$ cat src/rtl/fp_adder_pipe.sv
// Four-stage pipelined floating-point adder (truncating, no denormals) with a
// valid/ready handshake and a global stall driven by the output register.
module fp_adder_pipe #(
   parameter int EXP_W = 8,
   parameter int MAN_W = 23
) (
   input  logic                       clk,
   input  logic                       rst,
   input  logic                       in_valid,
   output logic                       in_ready,
   input  logic [EXP_W+MAN_W:0]       InputA,
   input  logic [EXP_W+MAN_W:0]       InputB,
   output logic                       out_valid,
   input  logic                       out_ready,
   output logic [EXP_W+MAN_W:0]       OutputRes,
   output logic                       exception
);

   localparam int W   = 1 + EXP_W + MAN_W;
   localparam int M   = MAN_W + 2;
   localparam int LZW = $clog2(MAN_W + 2);
   localparam int EW  = EXP_W + 2;

   // Index of the highest set bit, expressed as a distance from bit MAN_W.
   function automatic logic [LZW-1:0] count_lz(input logic [MAN_W:0] v);
      count_lz = LZW'(MAN_W + 1);
      for (int i = 0; i <= MAN_W; i++) begin
         if (v[i]) count_lz = LZW'(MAN_W - i);
      end
   endfunction

   logic advance;
   assign in_ready = !out_valid || out_ready;
   assign advance  = in_ready;

   // Stage 1: unpack, flush exp==0 operands to zero, order by magnitude
   logic [EXP_W-1:0] exp_a, exp_b;
   logic             zero_a, zero_b, a_is_big, special_in;
   logic [W-2:0]     mag_a, mag_b;
   logic [MAN_W:0]   man_a, man_b;

   always_comb begin
      exp_a      = InputA[MAN_W +: EXP_W];
      exp_b      = InputB[MAN_W +: EXP_W];
      zero_a     = (exp_a == '0);
      zero_b     = (exp_b == '0);
      mag_a      = zero_a ? '0 : InputA[W-2:0];
      mag_b      = zero_b ? '0 : InputB[W-2:0];
      man_a      = zero_a ? '0 : {1'b1, InputA[MAN_W-1:0]};
      man_b      = zero_b ? '0 : {1'b1, InputB[MAN_W-1:0]};
      a_is_big   = (mag_a >= mag_b);
      special_in = (&exp_a) || (&exp_b);
   end

   logic             s1_valid, s1_special, s1_sign_big, s1_sign_small;
   logic [EXP_W-1:0] s1_exp_big, s1_exp_small;
   logic [MAN_W:0]   s1_man_big, s1_man_small;

   always_ff @(posedge clk or posedge rst) begin
      if (rst) begin
         s1_valid      <= 1'b0;
         s1_special    <= 1'b0;
         s1_sign_big   <= 1'b0;
         s1_sign_small <= 1'b0;
         s1_exp_big    <= '0;
         s1_exp_small  <= '0;
         s1_man_big    <= '0;
         s1_man_small  <= '0;
      end else if (advance) begin
         s1_valid      <= in_valid;
         s1_special    <= special_in;
         s1_sign_big   <= a_is_big ? InputA[W-1] : InputB[W-1];
         s1_sign_small <= a_is_big ? InputB[W-1] : InputA[W-1];
         s1_exp_big    <= a_is_big ? exp_a : exp_b;
         s1_exp_small  <= a_is_big ? exp_b : exp_a;
         s1_man_big    <= a_is_big ? man_a : man_b;
         s1_man_small  <= a_is_big ? man_b : man_a;
      end
   end

   // Stage 2: align the smaller mantissa; shifted-out bits are simply dropped
   logic [31:0]    shift_amt;
   logic [MAN_W:0] man_aligned;

   always_comb begin
      shift_amt = 32'(s1_exp_big - s1_exp_small);
      if (shift_amt >= 32'(MAN_W + 1)) man_aligned = '0;
      else                             man_aligned = s1_man_small >> shift_amt;
   end

   logic             s2_valid, s2_special, s2_sign, s2_sub;
   logic [EXP_W-1:0] s2_exp;
   logic [MAN_W:0]   s2_man_big, s2_man_small;

   always_ff @(posedge clk or posedge rst) begin
      if (rst) begin
         s2_valid     <= 1'b0;
         s2_special   <= 1'b0;
         s2_sign      <= 1'b0;
         s2_sub       <= 1'b0;
         s2_exp       <= '0;
         s2_man_big   <= '0;
         s2_man_small <= '0;
      end else if (advance) begin
         s2_valid     <= s1_valid;
         s2_special   <= s1_special;
         s2_sign      <= s1_sign_big;
         s2_sub       <= s1_sign_big ^ s1_sign_small;
         s2_exp       <= s1_exp_big;
         s2_man_big   <= s1_man_big;
         s2_man_small <= man_aligned;
      end
   end

   // Stage 3: magnitude add or subtract (big >= small, so never negative)
   logic [M-1:0] sum;

   always_comb begin
      if (s2_sub) sum = {1'b0, s2_man_big} - {1'b0, s2_man_small};
      else        sum = {1'b0, s2_man_big} + {1'b0, s2_man_small};
   end

   logic             s3_valid, s3_special, s3_sign;
   logic [EXP_W-1:0] s3_exp;
   logic [M-1:0]     s3_sum;

   always_ff @(posedge clk or posedge rst) begin
      if (rst) begin
         s3_valid   <= 1'b0;
         s3_special <= 1'b0;
         s3_sign    <= 1'b0;
         s3_exp     <= '0;
         s3_sum     <= '0;
      end else if (advance) begin
         s3_valid   <= s2_valid;
         s3_special <= s2_special;
         s3_sign    <= s2_sign;
         s3_exp     <= s2_exp;
         s3_sum     <= sum;
      end
   end

   // Stage 4: normalise, then resolve specials, underflow and overflow
   logic [LZW-1:0]      lz;
   logic signed [EW-1:0] exp_n;
   logic [MAN_W-1:0]    frac_n;
   logic [W-1:0]        res;
   logic                res_exc;

   always_comb begin
      lz      = count_lz(s3_sum[MAN_W:0]);
      exp_n   = '0;
      frac_n  = '0;
      res     = '0;
      res_exc = 1'b0;
      if (s3_sum[M-1]) begin
         exp_n  = signed'(EW'(s3_exp)) + signed'(EW'(1));
         frac_n = s3_sum[MAN_W:1];
      end else begin
         exp_n  = signed'(EW'(s3_exp)) - signed'(EW'(lz));
         frac_n = s3_sum[MAN_W-1:0] << lz;
      end
      if (s3_special) begin
         res     = {1'b0, {EXP_W{1'b1}}, 1'b1, {(MAN_W-1){1'b0}}};
         res_exc = 1'b1;
      end else if (s3_sum == '0) begin
         res = '0;
      end else if (exp_n <= signed'(EW'(0))) begin
         res = {s3_sign, {(W-1){1'b0}}};
      end else if (exp_n >= signed'(EW'({EXP_W{1'b1}}))) begin
         res     = {s3_sign, {EXP_W{1'b1}}, {MAN_W{1'b0}}};
         res_exc = 1'b1;
      end else begin
         res = {s3_sign, exp_n[EXP_W-1:0], frac_n};
      end
   end

   always_ff @(posedge clk or posedge rst) begin
      if (rst) begin
         out_valid <= 1'b0;
         OutputRes <= '0;
         exception <= 1'b0;
      end else if (advance) begin
         out_valid <= s3_valid;
         OutputRes <= res;
         exception <= res_exc;
      end
   end

endmodule

$ cat config.mk
export PLATFORM = sky130hd
export DESIGN_NAME = fp_adder_pipe
export DESIGN_NICKNAME = d
export VERILOG_FILES = /design/src/rtl/fp_adder_pipe.sv
export SDC_FILE = /design/constraint.sdc
export NUM_CORES = 1
export LEC_CHECK = 0
export CORE_MARGIN = 2
export CORE_UTILIZATION = 30
export DETAILED_ROUTE_END_ITERATION = 6
export HOLD_SLACK_MARGIN = 0.03
export PLACE_DENSITY = 0.46
export REMOVE_ABC_BUFFERS = 1
export SYNTH_ARGS = -nofsm -noshare
export SYNTH_HDL_FRONTEND = slang
export SYNTH_SLANG_ARGS = --single-unit
$ cat constraint.sdc
create_clock -name clk -period 11.35 [get_ports clk]
set_input_delay 1.135 -clock clk [delete_from_list [all_inputs] [get_ports clk]]
set_output_delay 1.135 -clock clk [all_outputs]
set_load 0.05 [all_outputs]
==> impl_metrics.py, run 1 <==
metrics = {
    "timing": {
        "period_minus_slack_ns": 6.12,
        "finalSetupViolations": 0,
        "fin_tns_setup_ns": 0,
        "rsz0062_at_grt": "false",
        "max_freq_mhz": 163,
        "drv_slew": 0,
        "fin_crit_sh_pct": 53.9,
        "worst_pin_slew_ns": 1.13,
        "hold_viol": 0,
        "skew_ns": 0.0183,
        "relSlewSlack_pct": 24.3,
    },
    "clocking": {
        "cts_setup_buffers": 0,
        "numCtsBuffers": 17,
        "cts-root-buf": "clkbuf_16",
        "ctsResizeCount": 0,
        "clock_sinks": 198,
        "cts_tree": "yes",
        "ctsHoldBuffers": 0,
        "path_clk_slew_ns": 0.07,
        "htree_num_levels": 4,
        "clk_latency_ns": 0.50,
        "cts_buffer_depth": 2,
    },
    "synthesis": {
        "syn_inst": 1897,
        "ys.flop_type": "dfrtp_1",
        "yosysWarnings": 0,
        "ys_ff_latch": 198,
        "synth_edf_count": 0,
        "netlist_area_um2": 15200,
        "avgSynthCellArea_um2": 7.99,
        "ys_seq_area_share_pct": 32.7,
        "synth_top_area_share_pct": 32.7,
        "synth_area_leaders": "dfrtp_1 (33%), nand2_1 (7.7%), ha_1 (5.9%)",
        "yosysTopAreaCell": "dfrtp_1",
        "yosysUniqueCellTypes": 92,
        "async_flop_share_pct": 100,
    },
    "final_layout": {
        "n_fill_cell": 5402,
        "finalNetCount": 2025,
        "utilization_pct": 34.3,
        "synthToLayoutAreaGrowth_pct": 13.4,
        "drive_gt1_share_pct": 5.75,
        "diodes": 0,
    },
    "global_route": {
        "first_global_vias": 13700,
        "grt_pass1_wl_um": 79100,
        "grt_max_degree": 175,
        "overflow": 0,
        "grt.total_usage_pct": 18.9,
        "antenna_found_initial": 0,
    },
    "drt": {
        "first_pass_iters": 5,
        "ant_nets": 0,
        "vias": 14100,
        "via_per_inst": 5.48,
        "drc": 0,
        "wirelength_um": 48800,
        "drt_iter0_drc": 1021,
        "wire_per_inst_um": 19.0,
    },
    "power": {
        "pwr-share-clk_pct": 10.7,
        "p_per_area_nw_per_um2": 358,
        "comb_power_share_pct": 66.8,
        "power_mw": 6.15,
        "switching_share_pct": 52.4,
        "p_seq_share_pct": 22.5,
        "cell_internal_pwr_mw": 2.93,
        "power_leakage_nw": 7.29,
        "switchingPower_mw": 3.22,
        "ir_drop_mv": 0.146,
    },
    "placed_design": {
        "gp_congestion": 0.887,
        "io_buffer_count": 102,
        "hpwl_um": 34900,
    },
    "floorplanning": {
        "io_pins": 103,
        "die-area_um2": 52300,
        "fp.dieW_um": 229,
        "chipHeight_um": 229,
        "rows": 82,
        "start_util_pct": 30.3,
        "core_um2": 50100,
    },
    "hold_path": {
        "hold_path_class": "flop to flop",
        "worstHoldStart": "s3_valid$_DFFE_PP0P_",
    },
    "critical_path": {
        "regToRegStartpoint": "s3_sum[20]$_DFFE_PP0P_",
        "required_ns": 11.73,
        "worstPathArrival_ns": 6.50,
        "r2r_slack_ns": 6.16,
        "startpoint": "InputA[27]",
        "crit_path_max_fanout": 27,
        "endpoint_kind": "flop",
        "crit_type": "primary input to flop",
        "worstSetupStartpointType": "primary input",
    },
    "flow_run": {
        "drv_cap": 0,
    },
    "status": {
        "status": "finished, final reports clean",
    },
}
-- cell type report --
cell class	instances	area (um^2)	share of cell area, %
Multi-Input combinational cell	1464	9280	54.0
Sequential cell	198	4950	28.8
Timing Repair Buffer	122	1180	6.89
Tap cell	672	841	4.89
Clock buffer	19	453	2.64
Inverter	80	312	1.81
Clock inverter	13	159	0.925
-- metrics by stage --
| step | instances | hold slack (ns) | area, um^2 | worst slack [ns] |
|---|---|---|---|---|
| after CTS | 2568 | 0.464 | 17200 | 5.21 |
| after global routing | 2568 | 0.485 | 17200 | 4.83 |
| final | 2568 | 0.460 | 17200 | 5.23 |
| after floorplan | 1742 | 0.430 | 14500 | -6.90 |
| after global placement | 2536 | 0.441 | 16600 | 4.72 |
| after detailed placement | 2536 | 0.447 | 16600 | 4.68 |
-- registers in the layout, indices dropped and copies added, names as in the netlist, 8 cells and up --
| signal | count |
|---|---|
| OutputRes | 32 |
| s3_sum | 25 |
| s1_man_big | 24 |
| s1_man_small | 24 |
| s2_man_big | 24 |
| s2_man_small | 24 |
| s1_exp_big | 8 |
| s1_exp_small | 8 |
| s2_exp | 8 |
| s3_exp | 8 |
-- logic make-up after synthesis --
kind of cell	after synthesis	synth area share [%]
multiplexers	60	4.23
XOR/XNOR	53	3.06
flip-flops	198	32.7
buffers and inverters	235	6.31
AND/OR/NAND/NOR	688	20.5
AO/OA/AOI/OAI	589	26.9
adder cells (fa/ha/maj)	74	6.26
-- power groups by stage --
stage | sequential, mW | clock [mW] | combinational (mW)
after floorplan | 1.44 | 0 | 2.90
final | 1.38 | 0.659 | 4.11
after detailed placement | 1.39 | 0 | 4.09
after global placement | 1.39 | 0 | 4.08
after CTS | 1.38 | 0.683 | 4.10
after global routing | 1.43 | 0.706 | 4.58
-- cells in the mapped netlist, types with 5 or more instances --
cell,count
nand2_1,312
dfrtp_1,198
a21oi_1,159
nor2_1,151
clkbuf_1,104
a311oi_1,96
o21ai_0,87
inv_1,75
ha_1,71
nor3_1,60
mux2i_1,44
xnor2_1,37
nand3_1,34
buf_2,27
nor4_1,25
and3_1,22
a211oi_1,21
a21o_1,20
o211ai_1,19
buf_1,17
nor2b_1,16
o21a_1,16
xor2_1,16
a22o_1,14
a31oi_1,14
nand2b_1,14
a221oi_1,13
mux2_2,12
a221o_1,11
a22oi_1,11
nand4_1,11
o22ai_1,11
o31ai_1,11
o21ai_1,10
a32o_1,9
o221a_2,8
o31a_1,8
or3_1,8
a32oi_1,6
nor3b_1,5
o2111ai_1,5
o21bai_1,5
o41ai_1,5
-- critical path: stages --
cell,delay [ns]
clkdlybuf4s50_1,0.51
nor4_1,0.41
nand2_1,0.74
nand2_1,0.41
inv_1,0.10
ha_1,0.32
nor2b_1,0.14
o21a_1,0.17
o21a_1,0.18
o21a_1,0.17
o21a_1,0.18
o2111ai_1,0.26
and2_1,0.62
buf_4,0.43
o21ai_1,0.12
buf_4,0.26
a221o_1,0.33
-- routing by layer --
metal  up-vias  global-route usage (%)  part of all wire [%]
li1       6937                       -                     -
met1      6767                    25.6                    47
met2       306                    31.0                    47
met3        57                    2.69                   3.5
met4         0                    6.15                   2.1
met5         -                       0                     0
-- final timing paths --
check / endpoint / cells past startpoint
worst min register to register: s3_valid$_DFFE_PP0P_ / 2
worst max-delay path: s1_man_big[23]$_DFFE_PP0P_ / 17
worst max register to register: OutputRes[16]$_DFFE_PP0P_ / 15
max in group asynchronous: s2_man_big[12]$_DFFE_PP0P_ / 4
min in group asynchronous: s1_valid$_DFFE_PP0P_ / 2
worst min-delay path: s3_valid$_DFFE_PP0P_ / 2
-- cells in the final DEF (no fill, tap or decap), types with 20 or more instances in the layout --
cell / n
xnor2_1: 37
a211oi_1: 21
a21o_1: 20
ha_1: 71
nor3_1: 60
o21ai_0: 87
nor4_1: 25
dfrtp_1: 198
nand2_1: 312
a311oi_1: 96
nor2_1: 149
nand3_1: 33
inv_1: 73
mux2i_1: 44
clkdlybuf4s50_1: 102
a21oi_1: 159
and3_1: 22
Note: power is estimated with default switching activity, not from simulation.
==> run 2, diff against run 1 <==
--- a/config.mk
+++ b/config.mk
@@ -9,7 +9,7 @@
 export CORE_UTILIZATION = 30
 export DETAILED_ROUTE_END_ITERATION = 6
 export HOLD_SLACK_MARGIN = 0.03
-export PLACE_DENSITY = 0.46
+export PLACE_DENSITY = 0.48
 export REMOVE_ABC_BUFFERS = 1
 export SYNTH_ARGS = -nofsm -noshare
 export SYNTH_HDL_FRONTEND = slang
==> constraint.sdc (replaced) <==
create_clock -name clk -period 5.6 [get_ports clk]
set_input_delay 0.56 -clock clk [delete_from_list [all_inputs] [get_ports clk]]
set_output_delay 0.56 -clock clk [all_outputs]
set_load 0.05 [all_outputs]
==> run 2 against run 1 <==
Compared with the run above: cell area grew 0.55%; critical path depth shrank 1; via count rose by 0.77%; die area is the same; total power increased by 100%; clock power is 85% higher; sequential power is 100% higher; worst hold slack improved by 0.0063 ns.
==> impl_metrics.py, run 2 (same netlist as run 1, synthesis figures left out) <==
metrics = {
    "timing": {
        "hold_viol": 0,
        "hold_slack_ns": 0.466,
        "drv_slew": 0,
        "layout_setup_ws_ns": 0.736,
        "fin_crit_sh_pct": 86.9,
        "finalSetupViolations": 0,
        "worst_pin_slew_ns": 1.03,
        "max_freq_mhz": 206,
        "relSlewSlack_pct": 31.4,
        "rsz0062_at_grt": "false",
        "period_minus_slack_ns": 4.86,
        "skew_ns": 0.0124,
    },
    "clocking": {
        "htree_num_levels": 4,
        "clk_latency_ns": 0.51,
        "path_clk_slew_ns": 0.08,
        "ctsResizeCount": 0,
        "clock_sinks": 198,
        "cts_buffer_depth": 2,
        "cts_setup_buffers": 0,
        "numCtsBuffers": 17,
        "cts-root-buf": "clkbuf_16",
        "ctsHoldBuffers": 0,
        "cts_tree": "yes",
    },
    "drt": {
        "drt_iter0_drc": 979,
        "first_pass_iters": 5,
        "vias": 14200,
        "via_per_inst": 5.48,
        "ant_nets": 0,
        "wire_per_inst_um": 19.2,
        "drc": 0,
        "wirelength_um": 49700,
    },
    "power": {
        "cell_internal_pwr_mw": 5.87,
        "p_per_area_nw_per_um2": 719,
        "pwr-share-clk_pct": 9.8,
        "ir_drop_mv": 0.232,
        "comb_power_share_pct": 67.8,
        "power_mw": 12.4,
        "power_leakage_nw": 7.34,
        "switching_share_pct": 52.8,
        "switchingPower_mw": 6.56,
        "p_seq_share_pct": 22.4,
    },
    "final_layout": {
        "reg_top3": "OutputRes x32, s3_sum x25",
        "finalNetCount": 2043,
        "largest_reg_flops": 32,
        "layout_commonest_cell": "nand2_1",
        "diodes": 0,
        "drive_gt1_share_pct": 6.58,
        "most-common-layout-cells": "nand2_1 (312), dfrtp_1 (198), a21oi_1 (159)",
        "finalInstanceArea_um2": 17300,
        "synthToLayoutAreaGrowth_pct": 14.0,
        "regMostFlops": "OutputRes",
        "finalNonFillerCells": 2586,
    },
    "global_route": {
        "grt_max_degree": 163,
        "use_met3_pct": 3.21,
        "grtUsageMet2_pct": 31.5,
        "grt_pass1_wl_um": 79200,
        "antenna_found_initial": 0,
        "first_global_vias": 13800,
        "overflow": 0,
        "met1_usage_pct": 25.1,
        "busiest_layer": "met2",
        "grt.total_usage_pct": 19.0,
    },
    "floorplanning": {
        "chipHeight_um": 229,
        "core_um2": 50100,
        "start_util_pct": 30.3,
        "rows": 82,
        "die-area_um2": 52300,
        "io_pins": 103,
        "fp.dieW_um": 229,
    },
    "critical_path": {
        "required_ns": 6.00,
        "worstPathArrival_ns": 5.27,
        "endpoint_kind": "flop",
        "crit_type": "flop to flop",
        "crit_path_max_fanout": 13,
        "worstSetupStartpointType": "flop",
    },
    "placed_design": {
        "hpwl_um": 35800,
        "postPlaceCellArea_um2": 16700,
        "gp_congestion": 0.921,
        "dp_slack_ns": 0.777,
        "dp.cells": 2554,
        "io_buffer_count": 102,
    },
    "flow_run": {
        "drv_cap": 0,
    },
    "hold_path": {
        "hold_path_class": "flop to flop",
    },
    "status": {
        "status": "finished, final reports clean",
    },
}
==> run 2: final cells by class <==
cell class	count	area [um^2]
flip-flops and latches	198	4950
inverters	80	312
multi-input cells	1464	9280
repair buffers	140	1340
clock buffers	18	429
fillers	5384	32800
well taps	672	841
clock inverters	14	121
==> run 2: final timing paths <==
path | from | end | slack (ns) | cells after the start
setup / recovery | s3_sum[4]$_DFFE_PP0P_ | OutputRes[16]$_DFFE_PP0P_ | 0.74 | 16
hold / removal | s3_valid$_DFFE_PP0P_ | out_valid$_DFFE_PP0P_ | 0.47 | 1
setup reg to reg | s3_sum[4]$_DFFE_PP0P_ | OutputRes[16]$_DFFE_PP0P_ | 0.74 | 16
hold reg to reg | s3_valid$_DFFE_PP0P_ | out_valid$_DFFE_PP0P_ | 0.47 | 1
max in group asynchronous | rst | s1_man_small[11]$_DFFE_PP0P_ | 3.95 | 3
min in group asynchronous | rst | exception$_DFFE_PP0P_ | 0.52 | 2
==> run 2: power groups by stage <==
stage	registers, mW	logic (mW)	clock network [mW]
2_1_floorplan	2.92	5.89	0
3_3_place_gp	2.81	8.38	0
3_5_place_dp	2.81	8.42	0
4_1_cts	2.78	8.45	1.27
5_1_grt	2.88	9.36	1.32
6_report	2.78	8.42	1.22
==> run 2: routing by layer <==
| metal | up-vias | routed length [um] |
|---|---|---|
| met5 | - | 0 |
| met4 | 0 | 1190 |
| met3 | 61 | 1830 |
| li1 | 6983 | - |
| met1 | 6792 | 23300 |
| met2 | 340 | 23300 |
==> run 2: per-stage QoR <==
stage | util [%] | setup TNS [ns]
finish | 34.5 | 0
global route | 34.5 | 0
CTS | 34.5 | 0
detailed placement | 33.4 | 0
global placement | 33.4 | 0
floorplan | - | -1966.47
==> run 2: worst max-delay path, stage by stage, from the launching register on <==
cell	delay [ns]
dfrtp_1	0.55
inv_1	0.10
a221oi_1	0.69
o211a_2	0.36
a21oi_4	0.09
inv_4	0.16
ha_1	0.19
fa_1	0.22
nor2b_2	0.07
o31a_1	0.25
o32a_1	0.33
xor2_1	0.21
nor4b_1	0.07
and4b_1	0.22
and4bb_1	0.66
nand2_1	0.26
o31ai_1	0.30
